--- src/rtl/video_pkg.sv ---
// Shared video-link definitions: pixel layout in AXI4-Stream tdata, unpacker FSM states,
// and default frame geometry.
package video_pkg;

    localparam int unsigned H_RES_DEF = 640;
    localparam int unsigned V_RES_DEF = 480;

    // tdata = {8'h00, r, g, b}
    localparam int unsigned PIX_R_LSB = 16;
    localparam int unsigned PIX_G_LSB = 8;
    localparam int unsigned PIX_B_LSB = 0;

    typedef struct packed {
        logic [7:0] r;
        logic [7:0] g;
        logic [7:0] b;
    } pixel_t;

    typedef enum logic {
        SYNC   = 1'b0,
        ACTIVE = 1'b1
    } unpack_state_t;

    function automatic pixel_t unpack_pixel(input logic [31:0] tdata);
        pixel_t p;
        p.r = tdata[PIX_R_LSB +: 8];
        p.g = tdata[PIX_G_LSB +: 8];
        p.b = tdata[PIX_B_LSB +: 8];
        return p;
    endfunction

endpackage

--- src/rtl/axis_pipe_reg.sv ---
// Single-stage valid/ready output register of generic width; full throughput, data held
// while the consumer stalls.
module axis_pipe_reg #(
    parameter int unsigned W = 8
) (
    input  logic         clk_i,
    input  logic         rst_ni,
    input  logic [W-1:0] s_data_i,
    input  logic         s_valid_i,
    output logic         s_ready_o,
    output logic [W-1:0] m_data_o,
    output logic         m_valid_o,
    input  logic         m_ready_i
);

    logic [W-1:0] data_q;
    logic         valid_q;

    assign s_ready_o = rst_ni && (!valid_q || m_ready_i);

    always_ff @(posedge clk_i) begin
        if (!rst_ni) begin
            data_q  <= '0;
            valid_q <= 1'b0;
        end else if (s_ready_o) begin
            valid_q <= s_valid_i;
            if (s_valid_i) begin
                data_q <= s_data_i;
            end
        end
    end

    assign m_data_o  = data_q;
    assign m_valid_o = valid_q;

endmodule

--- src/rtl/stream_unpacker.sv ---
// AXI4-Stream video receiver: frame lock, x/y tracking, framing checks and resync.
// Optional saturating error counter enabled by defining STREAM_UNPACKER_ERR_CNT_EN.
module stream_unpacker
    import video_pkg::*;
#(
    parameter int unsigned H_RES = H_RES_DEF,
    parameter int unsigned V_RES = V_RES_DEF,
    parameter int unsigned X_W   = 10,
    parameter int unsigned Y_W   = 9
) (
    input  logic           aclk,
    input  logic           aresetn,
    input  logic [31:0]    in_stream_tdata,
    input  logic [3:0]     in_stream_tkeep,
    input  logic           in_stream_tlast,
    input  logic           in_stream_tuser,
    input  logic           in_stream_tvalid,
    output logic           in_stream_tready,
    output logic [7:0]     r,
    output logic [7:0]     g,
    output logic [7:0]     b,
    output logic [X_W-1:0] x,
    output logic [Y_W-1:0] y,
    output logic           sof,
    output logic           eol,
    output logic           eof,
    output logic           out_valid,
    input  logic           out_ready,
    output logic           frame_done,
    output logic           err_pulse,
    output logic [15:0]    err_count
);

    localparam int unsigned DW = 24 + X_W + Y_W + 3;
    localparam logic [X_W-1:0] X_LAST = X_W'(H_RES - 1);
    localparam logic [Y_W-1:0] Y_LAST = Y_W'(V_RES - 1);

    unpack_state_t  state_q, state_d;
    logic [X_W-1:0] xc_q, xc_d;
    logic [Y_W-1:0] yc_q, yc_d;
    logic           err_q, err_d;
    logic           done_q, done_d;

    logic           accept;
    logic           fwd;
    logic [X_W-1:0] ox;
    logic [Y_W-1:0] oy;
    logic           osof, oeol, oeof;
    pixel_t         pix_in;
    logic [DW-1:0]  pipe_out;
    logic           unused_in;

    assign unused_in = ^{in_stream_tdata[31:24], in_stream_tkeep};
    assign pix_in    = unpack_pixel(in_stream_tdata);
    assign accept    = in_stream_tvalid && in_stream_tready;

    always_comb begin
        state_d = state_q;
        xc_d    = xc_q;
        yc_d    = yc_q;
        err_d   = 1'b0;
        done_d  = 1'b0;
        fwd     = 1'b0;
        ox      = xc_q;
        oy      = yc_q;
        osof    = 1'b0;
        oeol    = 1'b0;
        oeof    = 1'b0;
        if (accept) begin
            unique case (state_q)
                SYNC: begin
                    if (in_stream_tuser) begin
                        if (in_stream_tlast) begin
                            err_d = 1'b1;
                        end else begin
                            fwd     = 1'b1;
                            ox      = '0;
                            oy      = '0;
                            osof    = 1'b1;
                            xc_d    = X_W'(1);
                            yc_d    = '0;
                            state_d = ACTIVE;
                        end
                    end
                end
                ACTIVE: begin
                    if (in_stream_tuser) begin
                        // Mid-frame SOF restarts the frame on this beat rather than dropping it.
                        err_d = 1'b1;
                        fwd   = 1'b1;
                        ox    = '0;
                        oy    = '0;
                        osof  = 1'b1;
                        xc_d  = X_W'(1);
                        yc_d  = '0;
                    end else if (in_stream_tlast != (xc_q == X_LAST)) begin
                        err_d   = 1'b1;
                        state_d = SYNC;
                    end else if (in_stream_tlast) begin
                        fwd  = 1'b1;
                        oeol = 1'b1;
                        xc_d = '0;
                        if (yc_q == Y_LAST) begin
                            oeof    = 1'b1;
                            done_d  = 1'b1;
                            yc_d    = '0;
                            state_d = SYNC;
                        end else begin
                            yc_d = yc_q + Y_W'(1);
                        end
                    end else begin
                        fwd  = 1'b1;
                        xc_d = xc_q + X_W'(1);
                    end
                end
                default: state_d = SYNC;
            endcase
        end
    end

    always_ff @(posedge aclk) begin
        if (!aresetn) begin
            state_q <= SYNC;
            xc_q    <= '0;
            yc_q    <= '0;
            err_q   <= 1'b0;
            done_q  <= 1'b0;
        end else begin
            state_q <= state_d;
            xc_q    <= xc_d;
            yc_q    <= yc_d;
            err_q   <= err_d;
            done_q  <= done_d;
        end
    end

    axis_pipe_reg #(
        .W (DW)
    ) u_out_reg (
        .clk_i     (aclk),
        .rst_ni    (aresetn),
        .s_data_i  ({pix_in, ox, oy, osof, oeol, oeof}),
        .s_valid_i (fwd),
        .s_ready_o (in_stream_tready),
        .m_data_o  (pipe_out),
        .m_valid_o (out_valid),
        .m_ready_i (out_ready)
    );

    assign {r, g, b, x, y, sof, eol, eof} = pipe_out;
    assign err_pulse  = err_q;
    assign frame_done = done_q;

`ifdef STREAM_UNPACKER_ERR_CNT_EN
    logic [15:0] err_cnt_q;

    always_ff @(posedge aclk) begin
        if (!aresetn) begin
            err_cnt_q <= '0;
        end else if (err_d && (err_cnt_q != '1)) begin
            err_cnt_q <= err_cnt_q + 16'd1;
        end
    end

    assign err_count = err_cnt_q;
`else
    assign err_count = '0;
`endif

endmodule

--- config.mk ---
export PLATFORM = sky130hd
export DESIGN_NAME = stream_unpacker
export DESIGN_NICKNAME = d
export VERILOG_FILES = /design/src/rtl/video_pkg.sv /design/src/rtl/axis_pipe_reg.sv /design/src/rtl/stream_unpacker.sv
export SDC_FILE = /design/constraint.sdc
export NUM_CORES = 1
export LEC_CHECK = 0
export CAP_MARGIN = 10
export CORE_ASPECT_RATIO = 1.2
export CORE_MARGIN = 5
export CORE_UTILIZATION = 49
export CTS_CLUSTER_SIZE = 20
export DETAILED_ROUTE_END_ITERATION = 6
export PLACE_DENSITY = 0.86
export SKIP_CTS_REPAIR_TIMING = 1
export SYNTH_ARGS = -nofsm -noshare
export SYNTH_HDL_FRONTEND = slang
export SYNTH_SLANG_ARGS = --single-unit
export TNS_END_PERCENT = 50
--- constraint.sdc ---
create_clock -name aclk -period 6.4 [get_ports aclk]
set_input_delay 1.28 -clock aclk [delete_from_list [all_inputs] [get_ports aclk]]
set_output_delay 1.28 -clock aclk [all_outputs]
set_load 0.01 [all_outputs]
==> results of run 1 <==
path summary, 6_finish.rpt:
| kind | endpoint | slack (ns) | from |
|---|---|---|---|
| worst max-delay path | in_stream_tready | 2.04 | aresetn |
| worst min-delay path | u_out_reg.m_data_o[15] | 0.47 | u_out_reg.m_data_o[15] |
| worst max register to register | yc_q[7] | 3.25 | xc_q[2] |
| worst min register to register | u_out_reg.m_data_o[15] | 0.47 | u_out_reg.m_data_o[15] |
metrics by stage:
stage / setup WS, ns / util (%) / hold WS, ns / total power [mW] / area [sq um]
2_1_floorplan: 3.411 / - / 0.4517 / 0.5076 / 3173
3_3_place_gp: 2.031 / 63.05 / 0.4587 / 0.5404 / 3864
3_5_place_dp: 2.033 / 63.05 / 0.4636 / 0.5421 / 3864
4_1_cts: 2.036 / 66.70 / 0.4730 / 0.9316 / 4088
5_1_grt: 1.943 / 66.70 / 0.4882 / 0.9619 / 4088
6_report: 2.036 / 66.70 / 0.4733 / 0.9285 / 4088
cells in the mapped netlist (2+ instances only):
cell,instances
ha_1,3
buf_2,10
and3_1,4
dfxtp_1,69
or4b_1,2
and4_1,2
or3b_1,2
o21a_1,2
nand3_1,36
o31ai_1,7
nor2b_1,3
clkbuf_1,21
nor4_1,2
nand4_1,23
nand3b_1,2
nor2_1,4
nand2_1,14
or4_1,6
a31oi_1,8
nor3_1,2
inv_1,3
buf_1,2
o21ai_0,38
buf_4,16
o21ai_1,13
nand2b_1,5
a21oi_1,58
o211ai_1,2
critical path, delay by kind of cell:
family        cells  cell delay, ns
buf+inv           4            1.64
simple gates      1            0.15
where the power goes:
part	internal (mW)	leakage (nW)	switching, mW
clock	0.229	0.112	0.166
sequential	0.435	0.557	0.00402
combinational	0.0354	0.658	0.0593
layout make-up:
| cell class | count | area, sq um | share of cell area, % |
|---|---|---|---|
| well taps | 82 | 102.6 | 2.510 |
| repair buffers | 82 | 813.3 | 19.90 |
| clock inverters | 6 | 86.33 | 2.112 |
| inverters | 4 | 15.01 | 0.3673 |
| flip-flops and latches | 69 | 1381 | 33.79 |
| clock buffers | 10 | 137.6 | 3.367 |
| multi-input cells | 268 | 1551 | 37.96 |
logic make-up (layout without fill, tap and decap cells):
logic type | count (synthesis) | count (layout) | share of synthesized area (%)
AOI/OAI and AO/OA | 136 | 136 | 24.45
xor gates and xnor gates | 1 | 1 | 0.2811
adders and majority gates | 3 | 3 | 1.204
buffers and inverters | 53 | 102 | 8.712
DFF | 69 | 69 | 44.32
other | 1 | 16 | 0.1203
and+or+nand+nor | 112 | 112 | 20.92
registers in the layout (all words and copies together), names as in the netlist:
register             flops
u_out_reg.m_data_o      46
xc_q                    10
u_out_reg.m_valid_o      1
err_pulse                1
yc_q                     9
frame_done               1
state_q                  1
per-layer routing:
metal / share of wire (%) / up-vias / GRT usage [%]
li1: - / 1473 / -
met1: 41 / 1470 / 24.01
met2: 51 / 124 / 34.88
met3: 6.2 / 18 / 5.683
met4: 1.9 / 0 / 8.302
met5: 0 / - / 0
==> summary.md, run 1 <==
| Metric | Value |
|---|---|
| Critical path capture point type | primary output |
| Ports | around 110 |
| Vias/cell | just under 6 |
| Placed cells | between 500 and 600 |
| Drt drc | 0 |
| Die Ht | about 100 um |
| CP most frequent cell | clkdlybuf4s50_1 |
| Clock sink count | 69 |
| Commonest cells after routing, fill and taps aside | 79 x clkdlybuf4s50_1, 69 x dfxtp_1, 58 x a21oi_1, 38 x o21ai_0, 36 x nand3_1 |
| CP Max Fanout | 47 |
| Number of synthesized register bits | between 60 and 70 |
| Worst Hold Depth | 2 |
| RSZ-0062 raised after global routing | false |
| Fin nets | approximately 480 |
| Critical path data required time | slightly above 5 ns |
| Diode count | 0 |
| Clk Latency, worst-skew pair | 0.34 ns |
| Number of synthesized flops with an enable pin | 0 |
| Length of the first detailed-routing pass in iterations | 5 |
| Status | finished clean |
| Seq/Total Area, Yosys | 44.32% |
| GR Util All Layers | 20.44% |
| R2R depth | 8 |
| Maxcap violations | 0 |
| Syn Area/Cell | just over 8 sq um |
| Top_reg_cell synth | dfxtp_1 |
| Routed length per placed instance | 16.01 um |
| CTS buffer count | 9 |
| Die area | ~8100 sq um |
| CP max stage cell | clkdlybuf4s50_1 |
| Yosys warns | 0 |
| Initial antenna violation count | 0 |
| Fill cells | 540 |
| Clock Pin Slew Worst Setup and Hold Paths | 0.07 ns |
| Layout area overhead | 31.15% |
| Mapped Cells | approximately 380 |
| Post-synthesis cell type count | between 40 and 50 |
| Worst setup SP type | primary input |
| Hold Crit Class | flip-flop to flip-flop |
| Crit-path max cell delay | 0.74 ns |
| Slew Viols, Final | 0 |
| Setup TNS | 0 ns |
| Maximum VDD drop | 0.1682 mV |
| Via count | approximately 3,100 |
| Final wirelength | around 8300 um |
| Commonest non-fill, non-tap cell in the layout | clkdlybuf4s50_1 |
| Rows | 31 |
| ANT nets after route | 0 |
| PortBufs | a little under 80 |
| Actual slew at the worst max-slew pin | about 1.2 ns |
| Achievable Freq | about 230 MHz |
| Non-Filler Instances | between 500 and 600 |
| Layout Skew | ~0.0063 ns |
| CTS root buffer | clkbuf_8 |
| Yosys top cell area share | 44.32% |
| Routability Congestion | 0.8279 |
| Post-DP HPWL | around 5400 um |
| TritonCTS clock tree | built |
| Final setup fails | 0 |
| Power Density | 227.1 nW/um^2 |
| Crit path DAT | around 3 ns |
| Static Leakage | ~1.3 nW |
| Yosys top cell by area | dfxtp_1 |
| Crit Path Category | primary input to primary output |
| Synth area leaders | dfxtp_1 44%, a21oi_1 9.3%, o21ai_0 6.1% |
| Clk buf depth | 2 |
| Post-route minimum period | roughly 4.4 ns |
| Vias in the first global route | 2,916 |
| Hold Vio Cnt, Final | 0 |
| Width of the chip | between 80 and 90 um |
| Max-slew headroom | ~23% |
| First-pass GRT wire length | 13,850 um |
| Core ar. | 6128 sq um |
| Largest net degree at the start of global routing | 48 |
| GRT overflow | 0 |
| Initial Utilization | between 50% and 60% |
| Tcrit/Tclk final | just under 70% |
| Async SR Flop Fraction | 0% |
| Starting DRT DRC Count | 365 |
| Worst-path cell chain | clkdlybuf4s50_1, inv_1, buf_4, nor2_1, clkdlybuf4s50_1 |
| Syn Std Cell Area | 3117 sq um |
| Layout cells sized above 1 | 5.923% |
| H-tree Lvls | 3 |
Power figures use the tool's default switching activity.
==> inputs of run 2 (changes only) <==
--- a/config.mk
+++ b/config.mk
@@ -8,10 +8,10 @@
 export CAP_MARGIN = 10
 export CORE_ASPECT_RATIO = 1.2
 export CORE_MARGIN = 5
-export CORE_UTILIZATION = 49
+export CORE_UTILIZATION = 45
 export CTS_CLUSTER_SIZE = 20
 export DETAILED_ROUTE_END_ITERATION = 6
-export PLACE_DENSITY = 0.86
+export PLACE_DENSITY = 0.8
 export SKIP_CTS_REPAIR_TIMING = 1
 export SYNTH_ARGS = -nofsm -noshare
 export SYNTH_HDL_FRONTEND = slang
==> constraint.sdc (replaced) <==
create_clock -name aclk -period 4.6 [get_ports aclk]
set_input_delay 0.92 -clock aclk [delete_from_list [all_inputs] [get_ports aclk]]
set_output_delay 0.92 -clock aclk [all_outputs]
set_load 0.01 [all_outputs]
==> summary.md, run 2 (synthesis gave the netlist of run 1 again) <==
| Metric | Value |
|---|---|
| GRT overflow | 0 (unchanged) |
| Maximum VDD drop | 0.1837 mV (+9.3%) |
| CP most frequent cell | clkdlybuf4s50_1 |
| GR Util All Layers | 18.65% (-1.8 points) |
| Critical path capture point type | primary output |
| Maxcap violations | 0 (unchanged) |
| Commonest cells after routing, fill and taps aside | 79 x clkdlybuf4s50_1, 69 x dfxtp_1, 58 x a21oi_1, 38 x o21ai_0, 36 x nand3_1 |
| Vias/cell | 5.619 (-5.1%) |
| Max-slew headroom | 41.44% (+19 points) |
| Initial antenna violation count | 0 (unchanged) |
| Final setup fails | 0 (unchanged) |
| Final wirelength | 8043 um (-3.6%) |
| Slew Viols, Final | 0 (unchanged) |
| Worst setup SP type | primary input |
| Clk Latency, worst-skew pair | 0.34 ns (about the same) |
| Layout cells sized above 1 | 6.349% (+0.43 points) |
| Drt drc | 0 (unchanged) |
| Tcrit/Tclk final | around three quarters |
| Max reg flops | 46 (unchanged) |
| Post-route minimum period | approximately 3.4 ns |
| R2R depth | 8 (unchanged) |
| Crit path max-delay family | buffers and inverters |
| Largest net degree at the start of global routing | 62 (+29%) |
| TritonCTS clock tree | built |
| Clk buf depth | 2 (unchanged) |
| Critical path data required time | 3.68 ns (-1.44 ns) |
| CP Max Fanout | 7 (-85%) |
| RSZ-0062 raised after global routing | false |
| Layout area overhead | 31.91% |
| CTS root buffer | clkbuf_8 |
| Worst Setup SP | out_ready |
| Core ar. | 6813 sq um (+11%) |
| Die Ht | 101.2 um (+3.9%) |
| First-pass GRT wire length | 13,170 um (-4.9%) |
| Layout Skew | 0.007003 ns (+0.0007404 ns) |
| Hold Crit Class | flip-flop to flip-flop |
| Clock sink count | 69 (unchanged) |
| Starting DRT DRC Count | 249 (-32%) |
| Hold Vio Cnt, Final | 0 (unchanged) |
| Post-DP HPWL | 5427 um (about the same) |
| Worst Hold Depth | 2 (unchanged) |
| R2r startpoint | xc_q[2] |
| CP max stage cell | nor2b_1 |
| Power Density | 302.1 nW/um^2 (+33%) |
| Setup TNS | 0 ns (unchanged) |
| Routed length per placed instance | 15.23 um (-4.9%) |
| Status | finished clean |
| PortBufs | 79 (unchanged) |
| Static Leakage | 1.339 nW (+0.94%) |
| Rows | 33 (+6.5%) |
| Clock Pin Slew Worst Setup and Hold Paths | 0.07 ns (about the same) |
| Die area | 8697 sq um (+7.9%) |
| Worst setup margin | 1.222 ns (-0.8145 ns) |
| Min-delay src | u_out_reg.m_data_o[45] |
| Pre-CTS setup slack | 1.080 ns (-0.9529 ns) |
| Tot Pwr | 1.242 mW (+34%) |
| Crit Path Category | primary input to primary output |
| Reg-to-Reg End | yc_q[3] |
| Width of the chip | 85.97 um (+3.8%) |
| Crit-path max cell delay | 0.54 ns (-0.20 ns) |
| R2r setup slk | 1.56 ns (-1.69 ns) |
| Commonest non-fill, non-tap cell in the layout | clkdlybuf4s50_1 |
| Buffers & Inverters on Critical Path | 2 (-2) |
| Worst Hold End | u_out_reg.m_data_o[45] |
| Initial Utilization | 45.75% (-5.1 points) |
| Diode count | 0 (unchanged) |
| Fin nets | 482 (+0.63%) |
| Routability Congestion | 0.8523 (+2.9%) |
| Final Hold Slack | 0.4757 ns (+0.002372 ns) |
| Via count | 2,967 (-3.8%) |
| Vias in the first global route | 2,831 (-2.9%) |
| Worst-path cell chain | clkdlybuf4s50_1, nor2b_1, nor2_1, clkdlybuf4s50_1 |
| CTS buffer count | 9 (unchanged) |
| Crit path DAT | 2.46 ns (-0.62 ns) |
| Ports | 108 (unchanged) |
| H-tree Lvls | 3 (unchanged) |
| Actual slew at the worst max-slew pin | 0.8752 ns (-0.2827 ns) |
| Length of the first detailed-routing pass in iterations | 4 (-1) |
| ANT nets after route | 0 (unchanged) |
| Achievable Freq | around 300 MHz |
-- run 2: cell types whose count changed in the layout (fill, tap and decap cells not counted) --
| cell | before | now |
|---|---|---|
| clkbuf_8 | 10 | 11 |
| clkinv_4 | 1 | 0 |
| buf_4 | 3 | 5 |
| buf_16 | 0 | 1 |
| bufinv_16 | 2 | 1 |
-- run 2: routing by layer --
metal	part of all wire, %	GRT usage [%]	routed length [um]
met5	0	0	0
met4	1.1	5.968	85
met3	5.3	5.045	428
met2	51	32.23	4128
met1	42	22.48	3400
-- run 2: stage by stage --
| step | util (%) | cells | area (sq um) |
|---|---|---|---|
| finish | 60.35 | 528 | 4111 |
| global route | 60.35 | 528 | 4111 |
| CTS | 59.94 | 527 | 4084 |
| detailed placement | 57.02 | 512 | 3885 |
| global placement | 57.02 | 512 | 3885 |
| floorplan | - | 390 | 3173 |
-- run 2: power breakdown --
group	switching, mW	leakage (nW)	total (mW)	internal, mW
clock	0.219	0.101	0.494	0.275
combinational	0.0828	0.681	0.137	0.0546
sequential	0.00585	0.557	0.611	0.605
-- run 2: cell type report --
class / instances / area, sq um
Tap cell: 87 / 108.9
Inverter: 4 / 15.01
Multi-Input combinational cell: 268 / 1551
Clock inverter: 4 / 47.55
Fill cell: 610 / 2701
Clock buffer: 11 / 151.4
Timing Repair Buffer: 85 / 855.8
Sequential cell: 69 / 1381
-- run 2: how the worst max path moves through the flow --
stage                                   to  cells past startpoint
final                     in_stream_tready                      4
after global routing      in_stream_tready                      4
after CTS                 in_stream_tready                      4
after detailed placement           yc_q[3]                      6
after global placement             yc_q[7]                      6
after floorplan                    yc_q[7]                      6
-- run 2: tightest hold or removal path, delay by kind of cell, from the launching register on --
family | cells | cell delay, ns
flops | 1 | 0.31
compound gates | 2 | 0.12
